<file path="src/rtl/mcpu_bus_if.sv">
// Single-request memory/IO bus interface for the multi-cycle CPU: sized, aligned accesses, wait states, timeout, INT latch.
// Accept->BUS next cycle, response one cycle after MIO_ready (or after TIMEOUT waits); req_ready is low until the response retires.
module mcpu_bus_if #(
  parameter int ADDR_W  = 32,
  parameter int DATA_W  = 32,
  parameter int TIMEOUT = 255
) (
  input  logic                clk,
  input  logic                reset,
  input  logic                req_valid,
  output logic                req_ready,
  input  logic                req_fetch,
  input  logic                req_write,
  input  logic [1:0]          req_size,
  input  logic                req_signed,
  input  logic [ADDR_W-1:0]   req_addr,
  input  logic [DATA_W-1:0]   req_wdata,
  output logic                rsp_valid,
  output logic [DATA_W-1:0]   rsp_rdata,
  output logic                rsp_err,
  input  logic [DATA_W-1:0]   inst_in,
  input  logic [DATA_W-1:0]   Data_in,
  input  logic                MIO_ready,
  output logic                CPU_MIO,
  output logic                mem_w,
  output logic [DATA_W/8-1:0] mem_be,
  output logic [ADDR_W-1:0]   PC_out,
  output logic [ADDR_W-1:0]   Addr_out,
  output logic [DATA_W-1:0]   Data_out,
  input  logic                INT,
  output logic                int_pending,
  input  logic                int_ack
);

  localparam int BE_W   = DATA_W / 8;
  localparam int LANE_W = $clog2(BE_W);
  localparam logic [15:0] TO_LIMIT = 16'(TIMEOUT);

  localparam logic [1:0] S_IDLE = 2'd0;
  localparam logic [1:0] S_BUS  = 2'd1;
  localparam logic [1:0] S_RESP = 2'd2;

  logic [1:0]        r_state;
  logic              r_fetch;
  logic              r_write;
  logic [1:0]        r_size;
  logic              r_signed;
  logic [LANE_W-1:0] r_lane;
  logic              r_err;
  logic [15:0]       r_cnt;
  logic [DATA_W-1:0] r_rdata;
  logic [BE_W-1:0]   r_be;
  logic [ADDR_W-1:0] r_pc_out;
  logic [ADDR_W-1:0] r_addr_out;
  logic [DATA_W-1:0] r_data_out;
  logic              r_int_s1;
  logic              r_int_s2;
  logic              r_int_s3;
  logic              r_int_pend;

  logic              w_misalign;
  logic              w_illegal;
  logic              w_req_err;
  logic [BE_W-1:0]   w_be_base;
  logic [BE_W-1:0]   w_be;
  logic [DATA_W-1:0] w_wrep;
  logic [DATA_W-1:0] w_raw;
  logic [DATA_W-1:0] w_shift;
  logic [DATA_W-1:0] w_mask;
  logic              w_msb;
  logic              w_sext;
  logic [DATA_W-1:0] w_ext;
  logic              w_int_edge;

  // Request decode: alignment, legality, lane enables and replicated store data
  always_comb begin
    w_misalign = 1'b0;
    w_be_base  = '0;
    w_wrep     = req_wdata;
    case (req_size)
      2'b00: begin
        w_be_base = BE_W'(8'h01);
        w_wrep    = {(DATA_W/8){req_wdata[7:0]}};
      end
      2'b01: begin
        w_misalign = req_addr[0];
        w_be_base  = BE_W'(8'h03);
        w_wrep     = {(DATA_W/16){req_wdata[15:0]}};
      end
      2'b10: begin
        w_misalign = |req_addr[1:0];
        w_be_base  = BE_W'(8'h0F);
        w_wrep     = {(DATA_W/32){req_wdata[31:0]}};
      end
      default: begin
        w_misalign = |req_addr[2:0];
        w_be_base  = BE_W'(8'hFF);
        w_wrep     = req_wdata;
      end
    endcase
  end

  assign w_illegal = ((req_size == 2'b11) && (DATA_W == 32)) || (req_fetch && req_write);
  assign w_req_err = w_misalign | w_illegal;
  assign w_be      = w_be_base << req_addr[LANE_W-1:0];

  // Read path: right-align the addressed lanes, then mask and optionally sign-extend
  assign w_raw   = r_fetch ? inst_in : Data_in;
  assign w_shift = w_raw >> {r_lane, 3'b000};

  always_comb begin
    w_mask = '1;
    w_msb  = w_shift[DATA_W-1];
    case (r_size)
      2'b00: begin
        w_mask = DATA_W'(8'hFF);
        w_msb  = w_shift[7];
      end
      2'b01: begin
        w_mask = DATA_W'(16'hFFFF);
        w_msb  = w_shift[15];
      end
      2'b10: begin
        w_mask = DATA_W'(32'hFFFF_FFFF);
        w_msb  = w_shift[31];
      end
      default: begin
        w_mask = '1;
        w_msb  = w_shift[DATA_W-1];
      end
    endcase
  end

  assign w_sext = r_signed & ~r_fetch & w_msb;
  assign w_ext  = (w_shift & w_mask) | ({DATA_W{w_sext}} & ~w_mask);

  always_ff @(posedge clk) begin
    if (reset) begin
      r_state    <= S_IDLE;
      r_fetch    <= 1'b0;
      r_write    <= 1'b0;
      r_size     <= 2'b00;
      r_signed   <= 1'b0;
      r_lane     <= '0;
      r_err      <= 1'b0;
      r_cnt      <= '0;
      r_rdata    <= '0;
      r_be       <= '0;
      r_pc_out   <= '0;
      r_addr_out <= '0;
      r_data_out <= '0;
    end else begin
      case (r_state)
        S_IDLE: begin
          if (req_valid) begin
            r_fetch  <= req_fetch;
            r_write  <= req_write;
            r_size   <= req_size;
            r_signed <= req_signed;
            r_lane   <= req_addr[LANE_W-1:0];
            r_cnt    <= '0;
            r_rdata  <= '0;
            if (w_req_err) begin
              r_err   <= 1'b1;
              r_state <= S_RESP;
            end else begin
              r_err      <= 1'b0;
              r_be       <= w_be;
              r_data_out <= w_wrep;
              if (req_fetch) r_pc_out <= req_addr;
              else           r_addr_out <= req_addr;
              r_state <= S_BUS;
            end
          end
        end
        S_BUS: begin
          if (MIO_ready) begin
            r_rdata <= r_write ? '0 : w_ext;
            r_state <= S_RESP;
          end else if (r_cnt == TO_LIMIT) begin
            r_err   <= 1'b1;
            r_state <= S_RESP;
          end else begin
            r_cnt <= r_cnt + 16'd1;
          end
        end
        S_RESP:  r_state <= S_IDLE;
        default: r_state <= S_IDLE;
      endcase
    end
  end

  // Ack loses to a coincident new edge so that interrupt is never dropped
  assign w_int_edge = r_int_s2 & ~r_int_s3;

  always_ff @(posedge clk) begin
    if (reset) begin
      r_int_s1   <= 1'b0;
      r_int_s2   <= 1'b0;
      r_int_s3   <= 1'b0;
      r_int_pend <= 1'b0;
    end else begin
      r_int_s1 <= INT;
      r_int_s2 <= r_int_s1;
      r_int_s3 <= r_int_s2;
      if (w_int_edge)   r_int_pend <= 1'b1;
      else if (int_ack) r_int_pend <= 1'b0;
    end
  end

  assign req_ready   = (r_state == S_IDLE);
  assign CPU_MIO     = (r_state == S_BUS);
  assign mem_w       = CPU_MIO & r_write;
  assign mem_be      = CPU_MIO ? r_be : '0;
  assign rsp_valid   = (r_state == S_RESP);
  assign rsp_rdata   = rsp_valid ? r_rdata : '0;
  assign rsp_err     = rsp_valid & r_err;
  assign PC_out      = r_pc_out;
  assign Addr_out    = r_addr_out;
  assign Data_out    = r_data_out;
  assign int_pending = r_int_pend;

endmodule

</file>
<file path="config.mk">
export PLATFORM = sky130hd
export DESIGN_NAME = mcpu_bus_if
export DESIGN_NICKNAME = d
export VERILOG_FILES = /design/src/rtl/mcpu_bus_if.sv
export SDC_FILE = /design/constraint.sdc
export NUM_CORES = 1
export LEC_CHECK = 0
export CAP_MARGIN = 10
export CORE_AREA = 5 5 153 155
export DETAILED_ROUTE_END_ITERATION = 10
export DIE_AREA = 0 0 158 160
export GPL_ROUTABILITY_DRIVEN = 0
export PLACE_DENSITY = 0.7
export SLEW_MARGIN = 20
export SYNTH_ARGS = -nofsm -noshare
export SYNTH_HDL_FRONTEND = slang
export SYNTH_SLANG_ARGS = --single-unit
</file>
<file path="constraint.sdc">
create_clock -name clk -period 4.25 [get_ports clk]
set_input_delay 0.85 -clock clk [delete_from_list [all_inputs] [get_ports clk]]
set_output_delay 0.85 -clock clk [all_outputs]
set_load 0.005 [all_outputs]
</file>
==> impl_metrics.prom, run 1 <==
# TYPE chip_impl_metric gauge
chip_impl_info{name="timing.critical_path.to_type",value="output pin"} 1
chip_impl_info{name="hold_path.class",value="reg2reg"} 1
chip_impl_metric{name="first_global_vias",unit=""} 7839
chip_impl_metric{name="finalWirelength",unit="um"} 27200
chip_impl_metric{name="dieHeight",unit="um"} 160
chip_impl_metric{name="r2r.worst_path.cells",unit=""} 4
chip_impl_metric{name="crit_required",unit="ps"} 3400
chip_impl_metric{name="synth_seq_area_share",unit="%"} 38.0
chip_impl_metric{name="area_delta_synth_final",unit="%"} 41.2
chip_impl_metric{name="post_drt_wl_per_cell",unit="um"} 18.5
chip_impl_metric{name="max_slew_vio_count",unit=""} 0
chip_impl_metric{name="hold_viol",unit=""} 0
chip_impl_metric{name="highest_attainable_clock_frequency",unit="MHz"} 293
chip_impl_metric{name="top_level_ports",unit=""} 277
chip_impl_metric{name="via_per_inst",unit=""} 5.39
chip_impl_metric{name="netlist-cell-type-count",unit=""} 53
chip_impl_metric{name="mappedNetlistArea",unit="um2"} 8530
chip_impl_metric{name="power.density",unit="nW/um2"} 318
chip_impl_metric{name="placedInstanceArea",unit="um2"} 11400
chip_impl_metric{name="clock_skew",unit="ps"} 23.4
chip_impl_metric{name="drc",unit=""} 0
chip_impl_metric{name="power.share.sequential",unit="%"} 42.2
chip_impl_info{name="max_stage_delay_cell_worst_path",value="dfxtp_1"} 1
chip_impl_info{name="yosys.cell_count.top_type",value="dfxtp_1"} 1
chip_impl_metric{name="fin_nets",unit=""} 1311
chip_impl_metric{name="finalInstanceArea",unit="um2"} 12000
chip_impl_metric{name="timing_worst_slew_pin_value",unit="ps"} 1050
chip_impl_metric{name="crit_path_max_incr_delay",unit="ps"} 630
chip_impl_info{name="rsz_0062_raised_after_global_routing",value="false"} 1
chip_impl_metric{name="clk_pin_slew_worst_paths",unit="ps"} 70
chip_impl_metric{name="final_core_util",unit="%"} 55.5
chip_impl_metric{name="max-vdd-ir-drop",unit="uV"} 238
chip_impl_info{name="cts_tree",value="yes"} 1
chip_impl_metric{name="synth.top_cell.area_share",unit="%"} 38.0
chip_impl_metric{name="postCtsSetupRepairBufs",unit=""} 0
chip_impl_info{name="synth_top_cell_by_area",value="dfxtp_1"} 1
chip_impl_metric{name="leakage",unit="nW"} 4.46
chip_impl_metric{name="bufs_on_longest_clock_path",unit=""} 2
chip_impl_metric{name="postSynthAreaPerCell",unit="um2"} 9.09
chip_impl_metric{name="ys_warn_count",unit=""} 0
chip_impl_metric{name="die_w",unit="um"} 158
chip_impl_metric{name="cts-htree-levels",unit=""} 4
chip_impl_metric{name="post-dp-hpwl",unit="um"} 19700
chip_impl_metric{name="port_buffers",unit=""} 276
chip_impl_metric{name="slew_headroom",unit="%"} 29.7
chip_impl_metric{name="layout-drive-gt1-share",unit="%"} 9.29
chip_impl_metric{name="cap_violations",unit=""} 0
chip_impl_info{name="status",value="completed"} 1
chip_impl_metric{name="post_cts_resize_count",unit=""} 0
chip_impl_metric{name="post_synth_inst_count",unit=""} 939
chip_impl_metric{name="netSwitchingFraction",unit="%"} 28.6
chip_impl_metric{name="drt_first_pass_iters",unit=""} 4
chip_impl_metric{name="fin_crit",unit="ps"} 3410
chip_impl_metric{name="final_cell_count_no_fill",unit=""} 1465
chip_impl_metric{name="grt_max_degree",unit=""} 72
chip_impl_metric{name="clock_power_share",unit="%"} 40.2
chip_impl_metric{name="synth.ff_latch_count",unit=""} 162
chip_impl_metric{name="clkSinkCount",unit=""} 162
chip_impl_info{name="path_class",value="reg2out"} 1
chip_impl_metric{name="grt_use_total",unit="%"} 21.0
chip_impl_metric{name="placementRows",unit=""} 54
chip_impl_info{name="clockRootBuffer",value="clkbuf_16"} 1
chip_impl_metric{name="report.final.setup_viol",unit=""} 0
chip_impl_metric{name="core_region_area",unit="um2"} 21700
chip_impl_metric{name="globalRoute.totalOverflow",unit=""} 0
chip_impl_metric{name="cts-buffers-inserted",unit=""} 17
chip_impl_metric{name="worstSkewPairLatency",unit="ps"} 440
chip_impl_metric{name="setup-tns-final",unit="ps"} 0
chip_impl_metric{name="async_reset_ff_share",unit="%"} 0
chip_impl_metric{name="finalCritPeriodShare",unit="%"} 80.3
chip_impl_info{name="cp-start-kind",value="register"} 1
chip_impl_metric{name="count_of_flip_flops_with_a_built_in_enable_after_synthesis",unit=""} 0
chip_impl_info{name="path_cells",value="inv_1 -> and3_1 -> clkdlybuf4s50_1"} 1
chip_impl_metric{name="total_nets_after_synthesis",unit=""} 1079
chip_impl_metric{name="grt_antenna_before_repair",unit=""} 2
chip_impl_metric{name="min_delay_path_depth",unit=""} 2
chip_impl_metric{name="die_area",unit="um2"} 25300
chip_impl_metric{name="detailedRoute.firstIterationViolations",unit=""} 384
chip_impl_metric{name="start_util",unit="%"} 39.4
chip_impl_metric{name="post_cts_hold_buffer_count",unit=""} 0
chip_impl_metric{name="route.antenna.remaining_nets",unit=""} 0
chip_impl_metric{name="net-switching-power",unit="mW"} 1.10
chip_impl_metric{name="comb_power_share",unit="%"} 17.6
chip_impl_info{name="synthTopCellsByCount",value="dfxtp_1 (162), mux2i_1 (118), nand2b_1 (111)"} 1
chip_impl_metric{name="internal-power",unit="mW"} 2.73
chip_impl_info{name="ys_dominant_reg_cell",value="dfxtp_1"} 1
chip_impl_metric{name="grt_pass1_wl",unit="um"} 42500
chip_impl_metric{name="route.vias.total",unit=""} 7890
chip_impl_info{name="ranking_of_synthesized_cells_by_area",value="dfxtp_1 (38%), mux2i_1 (14%), nand2b_1 (8.1%)"} 1
chip_impl_metric{name="critPathMaxFanout",unit=""} 36
chip_impl_metric{name="dp.cells",unit=""} 1432
chip_impl_metric{name="critPathArrivalTime",unit="ps"} 2560
## cells by family after synthesis
| kind of cell | synth area share (%) |
|---|---|
| and+or+nand+nor | 23.7 |
| buffers and inverters | 4.60 |
| adders and majority gates | 0.147 |
| AOI/OAI and AO/OA | 12.6 |
| muxes | 21.0 |
| DFF | 38.0 |
## state kept, by name, summed over array words and instances, names as in the netlist, 2 cells and up
signal and count:
r_cnt 16, r_state 2, r_rdata 32, Addr_out 32, r_be 4, Data_out 32, r_size 2, r_lane 2
PC_out 32
## path summary, 6_finish.rpt
| kind | start | end | slack (ps) |
|---|---|---|---|
| max | r_state[0] | rsp_rdata[27] | 840 |
| min | r_rdata[27] | r_rdata[27] | 450 |
| max reg2reg | r_state[1] | Addr_out[16] | 1410 |
| min reg2reg | r_rdata[27] | r_rdata[27] | 450 |
## per-layer routing
layer | vias to the layer above | wire length [um] | track usage, %
met5 | - | 20 | 0
met4 | 2 | 648 | 6.44
met3 | 40 | 2360 | 7.93
met2 | 245 | 13000 | 34.4
met1 | 3750 | 11200 | 25.6
li1 | 3853 | - | -
## layout by cell type (no fill, tap or decap), drive strengths merged, types with 12 or more instances in the layout
cell type / netlist / routed
nor3: 22 / 22
and3: 39 / 39
mux4: 15 / 15
clkbuf: 57 / 18
o21ai: 19 / 19
nor2: 29 / 29
mux2i: 118 / 118
inv: 8 / 15
nand2b: 111 / 111
a211oi: 14 / 14
a31oi: 22 / 22
nand2: 91 / 91
mux2: 24 / 24
nor2b: 21 / 21
a21oi: 40 / 40
nand4: 12 / 12
dfxtp: 162 / 162
o31ai: 29 / 29
clkdlybuf4s50: 0 / 275
buf: 24 / 19
## power groups by stage
stage / combinational [mW] / clock (mW) / sequential, mW
detailed placement: 0.674 / 0 / 1.65
CTS: 0.677 / 1.58 / 1.61
floorplan: 0.369 / 0 / 1.63
finish: 0.674 / 1.54 / 1.61
global route: 0.729 / 1.65 / 1.62
global placement: 0.668 / 0 / 1.65
## critical path: cells and delay by family, from the launching register on
kind	cells	cell delay [ps]
and+or+nand+nor	1	410
DFF	1	630
buffers and inverters	2	1100
## through the flow
step	hold WS [ps]	power, mW	setup slack (ps)
after floorplan	414	2.00	1780
after global placement	423	2.32	820
after detailed placement	428	2.32	779
after CTS	451	3.87	844
after global routing	464	4.00	647
final	446	3.83	838
## area by class of cell
cell class                 instances  area [um2]
antenna                            1        2.50
clock buffer                      18         439
clock inverter                    14         159
fill                            1994        9640
inverter                          10        37.5
multi-input combinational        686        4920
sequential                       162        3250
tap                              280         350
timing repair buffer             294        2900
Note: power is estimated with default switching activity, not from simulation.
==> run 2, diff against run 1 <==
==> constraint.sdc (replaced) <==
create_clock -name clk -period 3.2 [get_ports clk]
set_input_delay 0.64 -clock clk [delete_from_list [all_inputs] [get_ports clk]]
set_output_delay 0.64 -clock clk [all_outputs]
set_load 0.005 [all_outputs]
==> impl_metrics.prom, run 2 (synthesized netlist as in run 1, its figures left out) <==
# TYPE chip_impl_metric gauge
chip_impl_info{name="status",value="completed"} 1
chip_impl_metric{name="setup-tns-final",unit="ps"} 0
chip_impl_metric{name="cts-htree-levels",unit=""} 4
chip_impl_metric{name="fin_nets",unit=""} 1320
chip_impl_metric{name="post-layout-total-power",unit="mW"} 5.06
chip_impl_metric{name="finalCritPeriodShare",unit="%"} 85.9
chip_impl_metric{name="total_number_of_cells_along_the_worst_setup_path",unit=""} 4
chip_impl_info{name="final_common_cell",value="clkdlybuf4s50_1"} 1
chip_impl_metric{name="fillCellCount",unit=""} 1956
chip_impl_metric{name="crit_path_max_incr_delay",unit="ps"} 620
chip_impl_metric{name="power.density",unit="nW/um2"} 418
chip_impl_metric{name="r2r.worst_path.cells",unit=""} 5
chip_impl_metric{name="route.vias.total",unit=""} 7897
chip_impl_metric{name="crit_required",unit="ps"} 2560
chip_impl_metric{name="detailedRoute.firstIterationViolations",unit=""} 476
chip_impl_metric{name="port_buffers",unit=""} 276
chip_impl_info{name="cp-start-kind",value="register"} 1
chip_impl_metric{name="top_level_ports",unit=""} 277
chip_impl_info{name="whs_endpoint",value="r_int_s2"} 1
chip_impl_info{name="hold_path.class",value="reg2reg"} 1
chip_impl_metric{name="postCtsSetupRepairBufs",unit=""} 0
chip_impl_metric{name="highest_attainable_clock_frequency",unit="MHz"} 364
chip_impl_info{name="final_cell_mix",value="clkdlybuf4s50_1 (275), dfxtp_1 (160), mux2i_1 (118), nand2b_1 (111), nand2_1 (91)"} 1
chip_impl_metric{name="final_cell_count_no_fill",unit=""} 1473
chip_impl_metric{name="dp.cells",unit=""} 1441
chip_impl_info{name="hold_path_startpoint",value="r_int_s1"} 1
chip_impl_metric{name="drc",unit=""} 0
chip_impl_info{name="rsz_0062_raised_after_global_routing",value="false"} 1
chip_impl_metric{name="area_delta_synth_final",unit="%"} 41.8
chip_impl_metric{name="clock_skew",unit="ps"} 10.7
chip_impl_metric{name="report.final.setup_viol",unit=""} 0
chip_impl_metric{name="grt_antenna_before_repair",unit=""} 1
chip_impl_metric{name="hold_viol",unit=""} 0
chip_impl_metric{name="post-dp-hpwl",unit="um"} 19400
chip_impl_metric{name="critPathBufInv",unit=""} 3
chip_impl_info{name="cts_tree",value="yes"} 1
chip_impl_metric{name="finalInstanceArea",unit="um2"} 12100
chip_impl_metric{name="cts-buffers-inserted",unit=""} 17
chip_impl_metric{name="placementRows",unit=""} 54
chip_impl_metric{name="grt_max_degree",unit=""} 135
chip_impl_metric{name="leakage",unit="nW"} 4.49
chip_impl_metric{name="timing_worst_slew_pin_value",unit="ps"} 656
chip_impl_info{name="cpLargestDelayFamily",value="buffers and inverters"} 1
chip_impl_info{name="path_class",value="reg2out"} 1
chip_impl_metric{name="fin_crit",unit="ps"} 2750
chip_impl_metric{name="max_slew_vio_count",unit=""} 0
chip_impl_info{name="timing.rr.end",value="Addr_out[26]"} 1
chip_impl_metric{name="first_global_vias",unit=""} 7807
chip_impl_metric{name="core_region_area",unit="um2"} 21700
chip_impl_metric{name="post_cts_hold_buffer_count",unit=""} 0
chip_impl_metric{name="min_delay_path_depth",unit=""} 1
chip_impl_metric{name="drt_first_pass_iters",unit=""} 5
chip_impl_metric{name="clk_pin_slew_worst_paths",unit="ps"} 60
chip_impl_info{name="max_stage_delay_cell_worst_path",value="dfxtp_1"} 1
chip_impl_info{name="regToRegStartpoint",value="r_state[0]"} 1
chip_impl_metric{name="dieHeight",unit="um"} 160
chip_impl_info{name="timing.critical_path.to_type",value="output pin"} 1
chip_impl_metric{name="post_drt_wl_per_cell",unit="um"} 18.2
chip_impl_info{name="clockRootBuffer",value="clkbuf_16"} 1
chip_impl_metric{name="die_w",unit="um"} 158
chip_impl_metric{name="clkSinkCount",unit=""} 162
chip_impl_metric{name="finalWirelength",unit="um"} 26800
chip_impl_metric{name="cap_violations",unit=""} 0
chip_impl_metric{name="grt_use_total",unit="%"} 20.6
chip_impl_metric{name="slew_headroom",unit="%"} 56.1
chip_impl_metric{name="critPathMaxFanout",unit=""} 36
chip_impl_metric{name="globalRoute.totalOverflow",unit=""} 0
chip_impl_metric{name="setup.reg_to_reg.worst_slack",unit="ps"} 1100
chip_impl_metric{name="via_per_inst",unit=""} 5.36
chip_impl_info{name="path_cells",value="inv_1 -> buf_4 -> and3_1 -> clkdlybuf4s50_1"} 1
chip_impl_metric{name="grt_pass1_wl",unit="um"} 42000
chip_impl_metric{name="worstSkewPairLatency",unit="ps"} 430
chip_impl_metric{name="start_util",unit="%"} 39.4
chip_impl_metric{name="placedInstanceArea",unit="um2"} 11500
chip_impl_metric{name="bufs_on_longest_clock_path",unit=""} 2
chip_impl_metric{name="die_area",unit="um2"} 25300
chip_impl_metric{name="route.antenna.remaining_nets",unit=""} 0
chip_impl_metric{name="layout-drive-gt1-share",unit="%"} 9.82
chip_impl_metric{name="post_cts_resize_count",unit=""} 0
chip_impl_metric{name="max-vdd-ir-drop",unit="uV"} 277
chip_impl_metric{name="critPathArrivalTime",unit="ps"} 2110
-- run 2: cell count changes in the layout (fill, tap and decap cells not counted), sizes merged --
cell	delta
clkinvlp	+3
clkinv	-5
bufinv	+1
buf	+9
clkbuf	-1
inv	+1
-- run 2: how the worst max path moves through the flow --
stage | start | end | slack [ps]
2_1_floorplan | req_size[0] | Data_out[29] | 940
6_report | r_state[0] | rsp_rdata[25] | 450
5_1_grt | r_state[0] | rsp_rdata[25] | 330
3_5_place_dp | req_size[0] | Addr_out[2] | 350
3_3_place_gp | req_size[0] | Addr_out[21] | 390
4_1_cts | r_state[0] | rsp_rdata[25] | 450
-- run 2: per-layer routing --
metal / wire length, um / track usage (%)
met3: 2500 / 7.66
met4: 514 / 5.85
met2: 12700 / 32.9
met5: 0 / 0
met1: 11100 / 26.2
-- run 2: area by class of cell --
cell class                 count  area, um2  area share [%]
multi-input combinational    686       4910            40.6
sequential                   162       3250            26.8
timing repair buffer         303       2990            24.7
clock buffer                  17        425            3.51
tap                          280        350            2.89
clock inverter                14        143            1.18
inverter                      10       37.5           0.310
antenna                        1       2.50          0.0207
-- run 2: worst reg2reg max path: stages (launching register included) --
cell     delay, ps
dfxtp_1        460
nor2_1         300
nand2_1        220
or3_2          460
buf_4          320
mux2i_1        200
-- run 2: stage by stage --
| stage | util, % | worst slack [ps] | hold slack (ps) |
|---|---|---|---|
| after global placement | 53.2 | 395 | 421 |
| after CTS | 55.8 | 447 | 447 |
| after global routing | 55.8 | 332 | 461 |
| final | 55.8 | 450 | 443 |
| after detailed placement | 53.2 | 349 | 428 |
| after floorplan | - | 942 | 414 |
-- run 2: power by group --
group,switching [mW],internal (mW),leakage [nW]
sequential,0.0582,2.08,1.31
combinational,0.422,0.490,2.90
clock,0.912,1.09,0.269
total,1.39,3.67,4.49
==> run 3, diff against run 2 <==
--- a/config.mk
+++ b/config.mk
@@ -11,6 +11,7 @@
 export DIE_AREA = 0 0 158 160
 export GPL_ROUTABILITY_DRIVEN = 0
 export PLACE_DENSITY = 0.7
+export REMOVE_ABC_BUFFERS = 1
 export SLEW_MARGIN = 20
 export SYNTH_ARGS = -nofsm -noshare
 export SYNTH_HDL_FRONTEND = slang
==> impl_metrics.prom, run 3 (synthesized netlist as in run 1, its figures left out) <==
# TYPE chip_impl_metric gauge
chip_impl_info{name="status",value="completed"} 1
chip_impl_metric{name="highest_attainable_clock_frequency",unit="MHz"} 358
chip_impl_metric{name="route.antenna.remaining_nets",unit=""} 0
chip_impl_metric{name="worstSkewPairLatency",unit="ps"} 430
chip_impl_metric{name="detailedRoute.firstIterationViolations",unit=""} 553
chip_impl_metric{name="fillCellCount",unit=""} 1951
chip_impl_metric{name="drc",unit=""} 0
chip_impl_metric{name="via_per_inst",unit=""} 5.34
chip_impl_metric{name="area_delta_synth_final",unit="%"} 42.5
chip_impl_metric{name="cts-buffers-inserted",unit=""} 17
chip_impl_info{name="final_cell_mix",value="clkdlybuf4s50_1 (275), dfxtp_1 (160), mux2i_1 (118), nand2b_1 (111), nand2_1 (91)"} 1
chip_impl_metric{name="clkSinkCount",unit=""} 162
chip_impl_metric{name="min_delay_path_depth",unit=""} 2
chip_impl_info{name="clockRootBuffer",value="clkbuf_16"} 1
chip_impl_metric{name="critPathMaxFanout",unit=""} 34
chip_impl_metric{name="placementRows",unit=""} 54
chip_impl_metric{name="antenna_cells_inserted",unit=""} 0
chip_impl_metric{name="dp.cells",unit=""} 1442
chip_impl_metric{name="cts-htree-levels",unit=""} 4
chip_impl_info{name="rsz_0062_raised_after_global_routing",value="false"} 1
chip_impl_metric{name="clk_pin_slew_worst_paths",unit="ps"} 70
chip_impl_metric{name="grt_pass1_wl",unit="um"} 42300
chip_impl_metric{name="route.vias.total",unit=""} 7868
chip_impl_metric{name="report.final.setup_viol",unit=""} 0
chip_impl_metric{name="power.density",unit="nW/um2"} 425
chip_impl_metric{name="finalCritPeriodShare",unit="%"} 87.3
chip_impl_metric{name="finalInstanceArea",unit="um2"} 12200
chip_impl_info{name="hold_path.class",value="reg2reg"} 1
chip_impl_metric{name="max_slew_vio_count",unit=""} 0
chip_impl_metric{name="fin_nets",unit=""} 1321
chip_impl_metric{name="core_region_area",unit="um2"} 21700
chip_impl_metric{name="slew_headroom",unit="%"} 32.2
chip_impl_info{name="cts_tree",value="yes"} 1
chip_impl_metric{name="critPathArrivalTime",unit="ps"} 2150
chip_impl_metric{name="layout-drive-gt1-share",unit="%"} 9.97
chip_impl_info{name="final_common_cell",value="clkdlybuf4s50_1"} 1
chip_impl_metric{name="start_util",unit="%"} 39.4
chip_impl_metric{name="hold_viol",unit=""} 0
chip_impl_info{name="cp-start-kind",value="register"} 1
chip_impl_metric{name="top_level_ports",unit=""} 277
chip_impl_metric{name="leakage",unit="nW"} 4.52
chip_impl_metric{name="grt_use_total",unit="%"} 20.6
chip_impl_metric{name="placedInstanceArea",unit="um2"} 11600
chip_impl_metric{name="post-dp-hpwl",unit="um"} 19100
chip_impl_metric{name="r2r.worst_path.cells",unit=""} 5
chip_impl_metric{name="final_cell_count_no_fill",unit=""} 1474
chip_impl_metric{name="clock_skew",unit="ps"} 12.2
chip_impl_metric{name="dieHeight",unit="um"} 160
chip_impl_metric{name="die_area",unit="um2"} 25300
chip_impl_metric{name="post_cts_resize_count",unit=""} 0
chip_impl_metric{name="globalRoute.totalOverflow",unit=""} 0
chip_impl_metric{name="postCtsSetupRepairBufs",unit=""} 0
chip_impl_metric{name="fin_crit",unit="ps"} 2790
chip_impl_metric{name="port_buffers",unit=""} 276
chip_impl_info{name="path_class",value="reg2out"} 1
chip_impl_metric{name="bufs_on_longest_clock_path",unit=""} 2
chip_impl_metric{name="crit_required",unit="ps"} 2560
chip_impl_metric{name="drt_first_pass_iters",unit=""} 5
chip_impl_metric{name="die_w",unit="um"} 158
chip_impl_metric{name="timing_worst_slew_pin_value",unit="ps"} 1010
chip_impl_metric{name="grt_max_degree",unit=""} 169
chip_impl_metric{name="grt_antenna_before_repair",unit=""} 0
chip_impl_metric{name="max-vdd-ir-drop",unit="uV"} 332
chip_impl_metric{name="first_global_vias",unit=""} 7736
chip_impl_metric{name="post_cts_hold_buffer_count",unit=""} 0
chip_impl_metric{name="finalWirelength",unit="um"} 26900
chip_impl_metric{name="post_drt_wl_per_cell",unit="um"} 18.2
chip_impl_metric{name="final_core_util",unit="%"} 56.1
chip_impl_info{name="timing.critical_path.to_type",value="output pin"} 1
chip_impl_metric{name="cap_violations",unit=""} 0
run 3: changes by cell type in the layout (fill, tap and decap cells not counted):
| cell | delta |
|---|---|
| clkinvlp_4 | -3 |
| clkinv_2 | -1 |
| o41ai_4 | +1 |
| buf_4 | +1 |
| clkinv_4 | +2 |
| inv_6 | -2 |
| diode_2 | -1 |
| clkinv_8 | +2 |
| o41ai_2 | -1 |
| inv_8 | +3 |
run 3: layout make-up:
| cell class | count | area, um2 | area share [%] |
|---|---|---|---|
| clock buffers | 17 | 425 | 3.50 |
| flip-flops and latches | 162 | 3250 | 26.7 |
| well taps | 280 | 350 | 2.88 |
| multi-input cells | 686 | 4920 | 40.5 |
| repair buffers | 304 | 3000 | 24.6 |
| inverters | 10 | 37.5 | 0.309 |
| clock inverters | 15 | 181 | 1.49 |
run 3: final timing paths:
path,startpoint,slack [ps],end
worst max-delay path,r_state[0],410,rsp_rdata[12]
worst min-delay path,r_rdata[2],450,r_rdata[2]
worst max register to register,r_lane[0],610,r_rdata[28]
worst min register to register,r_rdata[2],450,r_rdata[2]
run 3: critical path: stages, from the launching register on:
cell and delay [ps]:
dfxtp_1 600, inv_1 140, buf_4 260, and3_1 210, clkdlybuf4s50_1 500
run 3: metal layers:
layer	share of wire [%]	GRT usage (%)	wire (um)
met4	1.7	5.54	452
met1	42	26.8	11400
met2	47	32.7	12600
met5	0	0	0
met3	9.1	6.98	2450
run 3: through the flow:
stage / setup TNS [ps] / power (mW) / setup slack [ps] / hold WS, ps
2_1_floorplan: -14830 / 2.60 / -856 / 414
3_3_place_gp: 0 / 3.10 / 367 / 423
3_5_place_dp: 0 / 3.10 / 317 / 426
4_1_cts: 0 / 5.21 / 393 / 451
5_1_grt: 0 / 5.38 / 301 / 468
6_report: 0 / 5.16 / 405 / 447
run 3: power by group:
part           total (mW)  internal [mW]  switching (mW)
clock network        2.11           1.13           0.982
logic               0.919          0.492           0.427
registers            2.14           2.08          0.0527
total                5.16           3.70            1.46
